===== src/rtl/reorder_buffer_pkg.sv =====
// ============================================================================
// Module  : reorder_buffer_pkg
// Brief   : Shared ROB entry type and sizing constants for ROB, rename, decode.
// Rev     : 1.0  initial release
// ============================================================================
`default_nettype none

package reorder_buffer_pkg;

   localparam int c_ROB_COUNT  = 32;
   localparam int c_DATA_WIDTH = 32;
   localparam int c_ARF_IDX_W  = 5;
   localparam int c_ROB_IDX_W  = $clog2(c_ROB_COUNT);

   typedef struct packed {
      logic                    valid;
      logic                    done;
      logic [c_ARF_IDX_W-1:0]  arf_ptr;
      logic [c_DATA_WIDTH-1:0] data;
   } rob_entry_t;

endpackage : reorder_buffer_pkg

`default_nettype wire


===== src/rtl/reorder_buffer.sv =====
// ============================================================================
// Module  : reorder_buffer
// Brief   : In-order retire buffer with out-of-order writeback and flush.
//           Optional macro ROB_WB_BYPASS_EN forwards writeback to the read port.
// Rev     : 1.0  initial release
// ============================================================================
`default_nettype none

module reorder_buffer
   import reorder_buffer_pkg::*;
#(
   parameter int ROB_COUNT  = c_ROB_COUNT,
   parameter int DATA_WIDTH = c_DATA_WIDTH
) (
   input  logic                          clk,
   input  logic                          rst_n,
   input  logic                          alloc_valid_i,
   input  logic [c_ARF_IDX_W-1:0]        alloc_arf_ptr_i,
   output logic                          alloc_ready_o,
   output logic [$clog2(ROB_COUNT)-1:0]  alloc_rob_ptr_o,
   input  logic                          wb_en_i,
   input  logic [$clog2(ROB_COUNT)-1:0]  wb_rob_ptr_i,
   input  logic [DATA_WIDTH-1:0]         wb_data_i,
   input  logic [$clog2(ROB_COUNT)-1:0]  rd_rob_ptr_i,
   output logic [DATA_WIDTH-1:0]         rd_data_o,
   output logic                          rd_done_o,
   output logic                          commit_en_o,
   input  logic                          commit_ready_i,
   output logic [c_ARF_IDX_W-1:0]        commit_arf_ptr_o,
   output logic [$clog2(ROB_COUNT)-1:0]  commit_rob_ptr_o,
   output logic [DATA_WIDTH-1:0]         commit_data_o,
   input  logic                          flush_i,
   output logic [$clog2(ROB_COUNT):0]    count_o
);

   localparam int PW = $clog2(ROB_COUNT);
   localparam logic [PW:0] c_PTR_ONE = {{PW{1'b0}}, 1'b1};

   logic [PW:0]            r_head;
   logic [PW:0]            r_tail;
   logic [ROB_COUNT-1:0]   r_valid;
   logic [ROB_COUNT-1:0]   r_done;
   logic [c_ARF_IDX_W-1:0] r_arf  [ROB_COUNT];
   logic [DATA_WIDTH-1:0]  r_data [ROB_COUNT];

   logic [PW-1:0] w_head_idx;
   logic [PW-1:0] w_tail_idx;
   logic          w_empty;
   logic          w_full;
   logic          w_alloc;
   logic          w_commit;
   logic          w_wb_hit;

   assign w_head_idx = r_head[PW-1:0];
   assign w_tail_idx = r_tail[PW-1:0];
   assign w_empty    = (r_head == r_tail);
   assign w_full     = (r_head[PW] != r_tail[PW]) && (w_head_idx == w_tail_idx);
   assign w_alloc    = alloc_valid_i && !w_full;
   assign w_wb_hit   = wb_en_i && r_valid[wb_rob_ptr_i];

   assign commit_en_o      = !w_empty && r_valid[w_head_idx] && r_done[w_head_idx];
   assign w_commit         = commit_en_o && commit_ready_i;
   assign commit_arf_ptr_o = r_arf[w_head_idx];
   assign commit_rob_ptr_o = w_head_idx;
   assign commit_data_o    = r_data[w_head_idx];

   assign alloc_ready_o   = !w_full;
   assign alloc_rob_ptr_o = w_tail_idx;
   assign count_o         = r_tail - r_head;

   always_ff @(posedge clk or negedge rst_n) begin
      if (!rst_n) begin
         r_head  <= '0;
         r_tail  <= '0;
         r_valid <= '0;
         r_done  <= '0;
         for (int i = 0; i < ROB_COUNT; i++) begin
            r_arf[i]  <= '0;
            r_data[i] <= '0;
         end
      end else if (flush_i) begin
         r_head  <= '0;
         r_tail  <= '0;
         r_valid <= '0;
         r_done  <= '0;
      end else begin
         if (w_wb_hit) begin
            r_done[wb_rob_ptr_i] <= 1'b1;
            r_data[wb_rob_ptr_i] <= wb_data_i;
         end
         if (w_commit) begin
            r_valid[w_head_idx] <= 1'b0;
            r_head              <= r_head + c_PTR_ONE;
         end
         // The tail slot is never valid while not full, so it cannot collide
         // with a same-cycle writeback or commit.
         if (w_alloc) begin
            r_valid[w_tail_idx] <= 1'b1;
            r_done[w_tail_idx]  <= 1'b0;
            r_arf[w_tail_idx]   <= alloc_arf_ptr_i;
            r_tail              <= r_tail + c_PTR_ONE;
         end
      end
   end

   always_comb begin
      rd_data_o = r_data[rd_rob_ptr_i];
      rd_done_o = r_done[rd_rob_ptr_i];
`ifdef ROB_WB_BYPASS_EN
      if (w_wb_hit && (wb_rob_ptr_i == rd_rob_ptr_i)) begin
         rd_data_o = wb_data_i;
         rd_done_o = 1'b1;
      end
`endif
   end

endmodule : reorder_buffer

`default_nettype wire


===== config.mk =====
export PLATFORM = sky130hd
export DESIGN_NAME = reorder_buffer
export DESIGN_NICKNAME = d
export VERILOG_FILES = /design/src/rtl/reorder_buffer_pkg.sv /design/src/rtl/reorder_buffer.sv
export SDC_FILE = /design/constraint.sdc
export NUM_CORES = 2
export LEC_CHECK = 0
export ABC_AREA = 1
export CORE_MARGIN = 5
export CORE_UTILIZATION = 37
export CTS_BUF_LIST = sky130_fd_sc_hd__clkbuf_16
export DETAILED_ROUTE_END_ITERATION = 10
export SYNTH_ARGS = -nofsm -noshare
export SYNTH_HDL_FRONTEND = slang
export SYNTH_SLANG_ARGS = --single-unit

===== constraint.sdc =====
create_clock -name clk -period 4.4 [get_ports clk]
set_clock_uncertainty 0.2 [all_clocks]
set_input_delay 1.1 -clock clk [delete_from_list [all_inputs] [get_ports clk]]
set_output_delay 1.1 -clock clk [all_outputs]
set_load 0.02 [all_outputs]

==> impl_metrics.env <==
export IMPL_switching_share_pct=33.08
export IMPL_cts_tree="yes"
export IMPL_p_per_area_nw_per_um2=370.4
export IMPL_vias_per_cell=6.109
export IMPL_detail_route_iter0_violations=13490
export IMPL_grt_start_max_net_pins=159
export IMPL_synth_top_family_by_area="simple AND/OR/NAND/NOR gates"
export IMPL_arrival_ns=3.28
export IMPL_rsz0062_at_grt="yes"
export IMPL_clk_pin_slew_worst_paths_ns=0.06
export IMPL_p_total_mw=30.86
export IMPL_ys_flop_type="dfrtp_1"
export IMPL_status="finished with violations"
export IMPL_yosysWarnings=0
export IMPL_synth_fa_ha_area_share_pct=0.2621
export IMPL_timing_fmax_ghz=0.2184
export IMPL_pwr_share_clk_pct=37.9
export IMPL_port_buffers=140
export IMPL_post_drt_wl_per_cell_um=27.42
export IMPL_hold_viol=0
export IMPL_p_sw_mw=10.21
export IMPL_violations="setup timing"
export IMPL_post_route_cells_drive_above_1_share_pct=10.38
export IMPL_syn_area_um2=69680
export IMPL_synthMuxAreaShare_pct=0
export IMPL_io_pins=141
export IMPL_grt_use_total_pct=32.23
export IMPL_fin_nets=9852
export IMPL_drv_cap=0
export IMPL_synthesis_nets=9857
export IMPL_power_frac_comb_pct=23.6
export IMPL_ant_nets=0
export IMPL_synth_avg_cell_area_um2=7.118
export IMPL_yosys_area_share_simple_pct=29.87
export IMPL_setup_violations_final=16
export IMPL_async_flop_share_pct=100.0
export IMPL_dr_pass1_iters=7
export IMPL_syn_inst=9790
export IMPL_layout_min_cycle_time_ns=4.580
export IMPL_antenna_found_initial=7
export IMPL_synth_edf_count=0
export IMPL_hp_class="reg2reg"
export IMPL_post_dp_hpwl_mm=190.1
export IMPL_worstMarginPinSlew_ns=1.468
export IMPL_nFillCells=18430
export IMPL_synth_seq_cells=1260
export IMPL_critPathMaxFanout=7
export IMPL_root_buffer="clkbuf_16"
export IMPL_post_route_util_pct=44.41
export IMPL_die_w_um=444.0
export IMPL_place_ws_ns=-0.3762
export IMPL_seq_area_frac_synth_pct=45.25
export IMPL_wl_mm=339.9
export IMPL_cts_buffers=143
export IMPL_htree_levels=4
export IMPL_slew_viol_final=0
export IMPL_register_area_um2=31540
export IMPL_grt_pass1_wl_mm=477.1
export IMPL_synth_compound_area_share_pct=17.99
export IMPL_clock_sinks=1260
export IMPL_core_area_um2=187600
export IMPL_vdd_drop_max_mv=0.4373
export IMPL_rows=159
export IMPL_critPathRequiredTime_ns=3.10
export IMPL_gp_congestion=0.9155
export IMPL_setup_ws_ns=-0.1797
export IMPL_start_util_pct=37.14
export IMPL_area_growth_pct=19.55
export IMPL_die_y_um=444.0
export IMPL_slew_headroom_pct=1.913
export IMPL_synth_cell_type_count=38
export IMPL_grt_overflow_total=0
export IMPL_fin_crit_sh_pct=104.1
export IMPL_multi_input_area_um2=34250
export IMPL_grt_pass1_vias=69310
export IMPL_leakage_nw=40.72
export IMPL_dr_total_vias=75720
export IMPL_synth_xor_area_share_pct=0.1005
export IMPL_worst_setup_path_type="reg2out"
export IMPL_endpoint_kind="output pin"
export IMPL_p_int_mw=20.65
export IMPL_clock_path_buffers=3
export IMPL_drcViolationCount=0
export IMPL_die_area_um2=197100
export IMPL_clk_latency_ns=0.82
export IMPL_pwr_share_seq_pct=38.6
export IMPL_startpoint_type="register"
## power groups by stage
stage                     Combinational [mW]  Clock [mW]  Sequential, mW
after floorplan                         3.36           0            12.1
after CTS                               6.57        11.7            11.9
after global routing                    7.61        12.2            11.9
after detailed placement                6.02           0            12.1
final                                   7.27        11.7            11.9
after global placement                  5.96           0            12.1
## layout make-up
type / count / share of cell area [%]
Inverter: 185 / 0.9357
Multi-Input combinational cell: 7492 / 41.12
Sequential cell: 1260 / 37.86
Antenna cell: 11 / 0.03304
Timing Repair inverter: 3 / 0.03154
Timing Repair Buffer: 700 / 11.01
Tap cell: 2495 / 3.747
Clock inverter: 105 / 0.9747
Clock buffer: 143 / 4.295
## worst paths after layout
| kind | startpoint | to | slack [ns] | cells past startpoint |
|---|---|---|---|---|
| hold / removal | r_arf[129] | r_arf[129] | 0.28 | 2 |
| min in group asynchronous | rst_n | r_data[168] | 0.62 | 2 |
| setup reg to reg | r_head[2] | r_arf[19] | 0.78 | 12 |
| max in group asynchronous | rst_n | r_data[827] | 2.06 | 3 |
| setup / recovery | r_head[0] | commit_data_o[0] | -0.18 | 9 |
| hold reg to reg | r_arf[129] | r_arf[129] | 0.28 | 2 |
## synthesized netlist by cell type (6+ instances only)
master / count / area share [%]
buf_4: 105 / 1.1
a22o_1: 82 / 1.0
o21ai_0: 1355 / 9.7
nand4_1: 45 / 0.40
ha_1: 13 / 0.23
nor2_1: 1206 / 6.5
clkbuf_1: 532 / 2.9
or3_1: 19 / 0.17
nor2_2: 6 / 0.054
xor2_1: 7 / 0.088
o21ai_1: 20 / 0.14
inv_1: 177 / 0.95
dfrtp_1: 1260 / 45
nor2_4: 20 / 0.32
a31oi_1: 58 / 0.52
o221ai_1: 181 / 2.3
nor3_1: 8 / 0.057
nand2_1: 3771 / 20
a21oi_1: 216 / 1.6
buf_2: 167 / 1.2
nand3_1: 141 / 1.0
nand4_4: 30 / 0.92
buf_1: 43 / 0.23
o22ai_1: 297 / 2.7
## worst max-delay path, stage by stage (launching register included)
cell,delay [ns]
dfrtp_4,0.54
buf_12,0.18
buf_16,0.17
buf_16,0.18
buf_8,0.15
o21ai_2,0.14
o22ai_2,0.11
a22o_1,0.31
or3_4,0.47
buf_12,0.17
## per-layer routing
metal  wire (um)  up-vias  GRT usage, %
li1            -    32070             -
met1      125000    36030         42.13
met2      139000     6078         46.60
met3       46880     1539         9.146
met4       28850        2         21.05
met5          77        -             0
## kinds of logic after synthesis
kind of cell / count (synthesis)
simple gates: 5255
compound gates: 2215
flops: 1260
buf+inv: 1038
fa+ha+maj: 14
xor+xnor: 8
## sequential cells by signal, indices dropped and copies added, names as in the netlist
signal and count:
r_tail 6, r_arf 160, r_data 1024, r_done 32
r_valid 32, r_head 6
## stage by stage
| step | hold slack [ns] | cells | setup TNS (ns) | instance area, um^2 |
|---|---|---|---|---|
| after global placement | 0.2622 | 12030 | -3.614 | 75840 |
| after CTS | 0.2818 | 12330 | -2.094 | 81700 |
| after detailed placement | 0.2662 | 12030 | -3.798 | 75840 |
| final | 0.2792 | 12390 | -1.219 | 83310 |
| after global routing | 0.2958 | 12380 | -2.175 | 83280 |
| after floorplan | 0.2478 | 9790 | 0 | 69680 |
## what timing repair did
action                                  in CTS  in global routing
endpoints found under the setup margin      64                 65
buffers inserted                            27                 27
pin swaps                                   31                 54
gates resized for setup                    253                287
gates cloned                                23                 31
hold buffers                                 1                  0
hold endpoints to repair                    27                  0
## cell usage in the layout, fill, tap and decap left out, drive strengths merged, types with 2 or more instances in the layout
| master | instances |
|---|---|
| nor2 | 1232 |
| nor3 | 13 |
| clkbuf | 175 |
| ha | 13 |
| dlygate4sd2 | 4 |
| a22oi | 3 |
| xor2 | 7 |
| a22o | 82 |
| a21oi | 216 |
| dlymetal6s2s | 2 |
| or3 | 19 |
| buf | 593 |
| nand2 | 3773 |
| nand3 | 142 |
| dfrtp | 1260 |
| a31oi | 58 |
| nand4 | 75 |
| o22ai | 297 |
| clkdlybuf4s50 | 58 |
| clkinv | 59 |
| bufinv | 6 |
| o221ai | 181 |
| diode | 11 |
| o21ai | 1375 |
| inv | 220 |
| bufbuf | 9 |
| clkinvlp | 8 |
No activity file was read; power rests on OpenSTA's default activity.
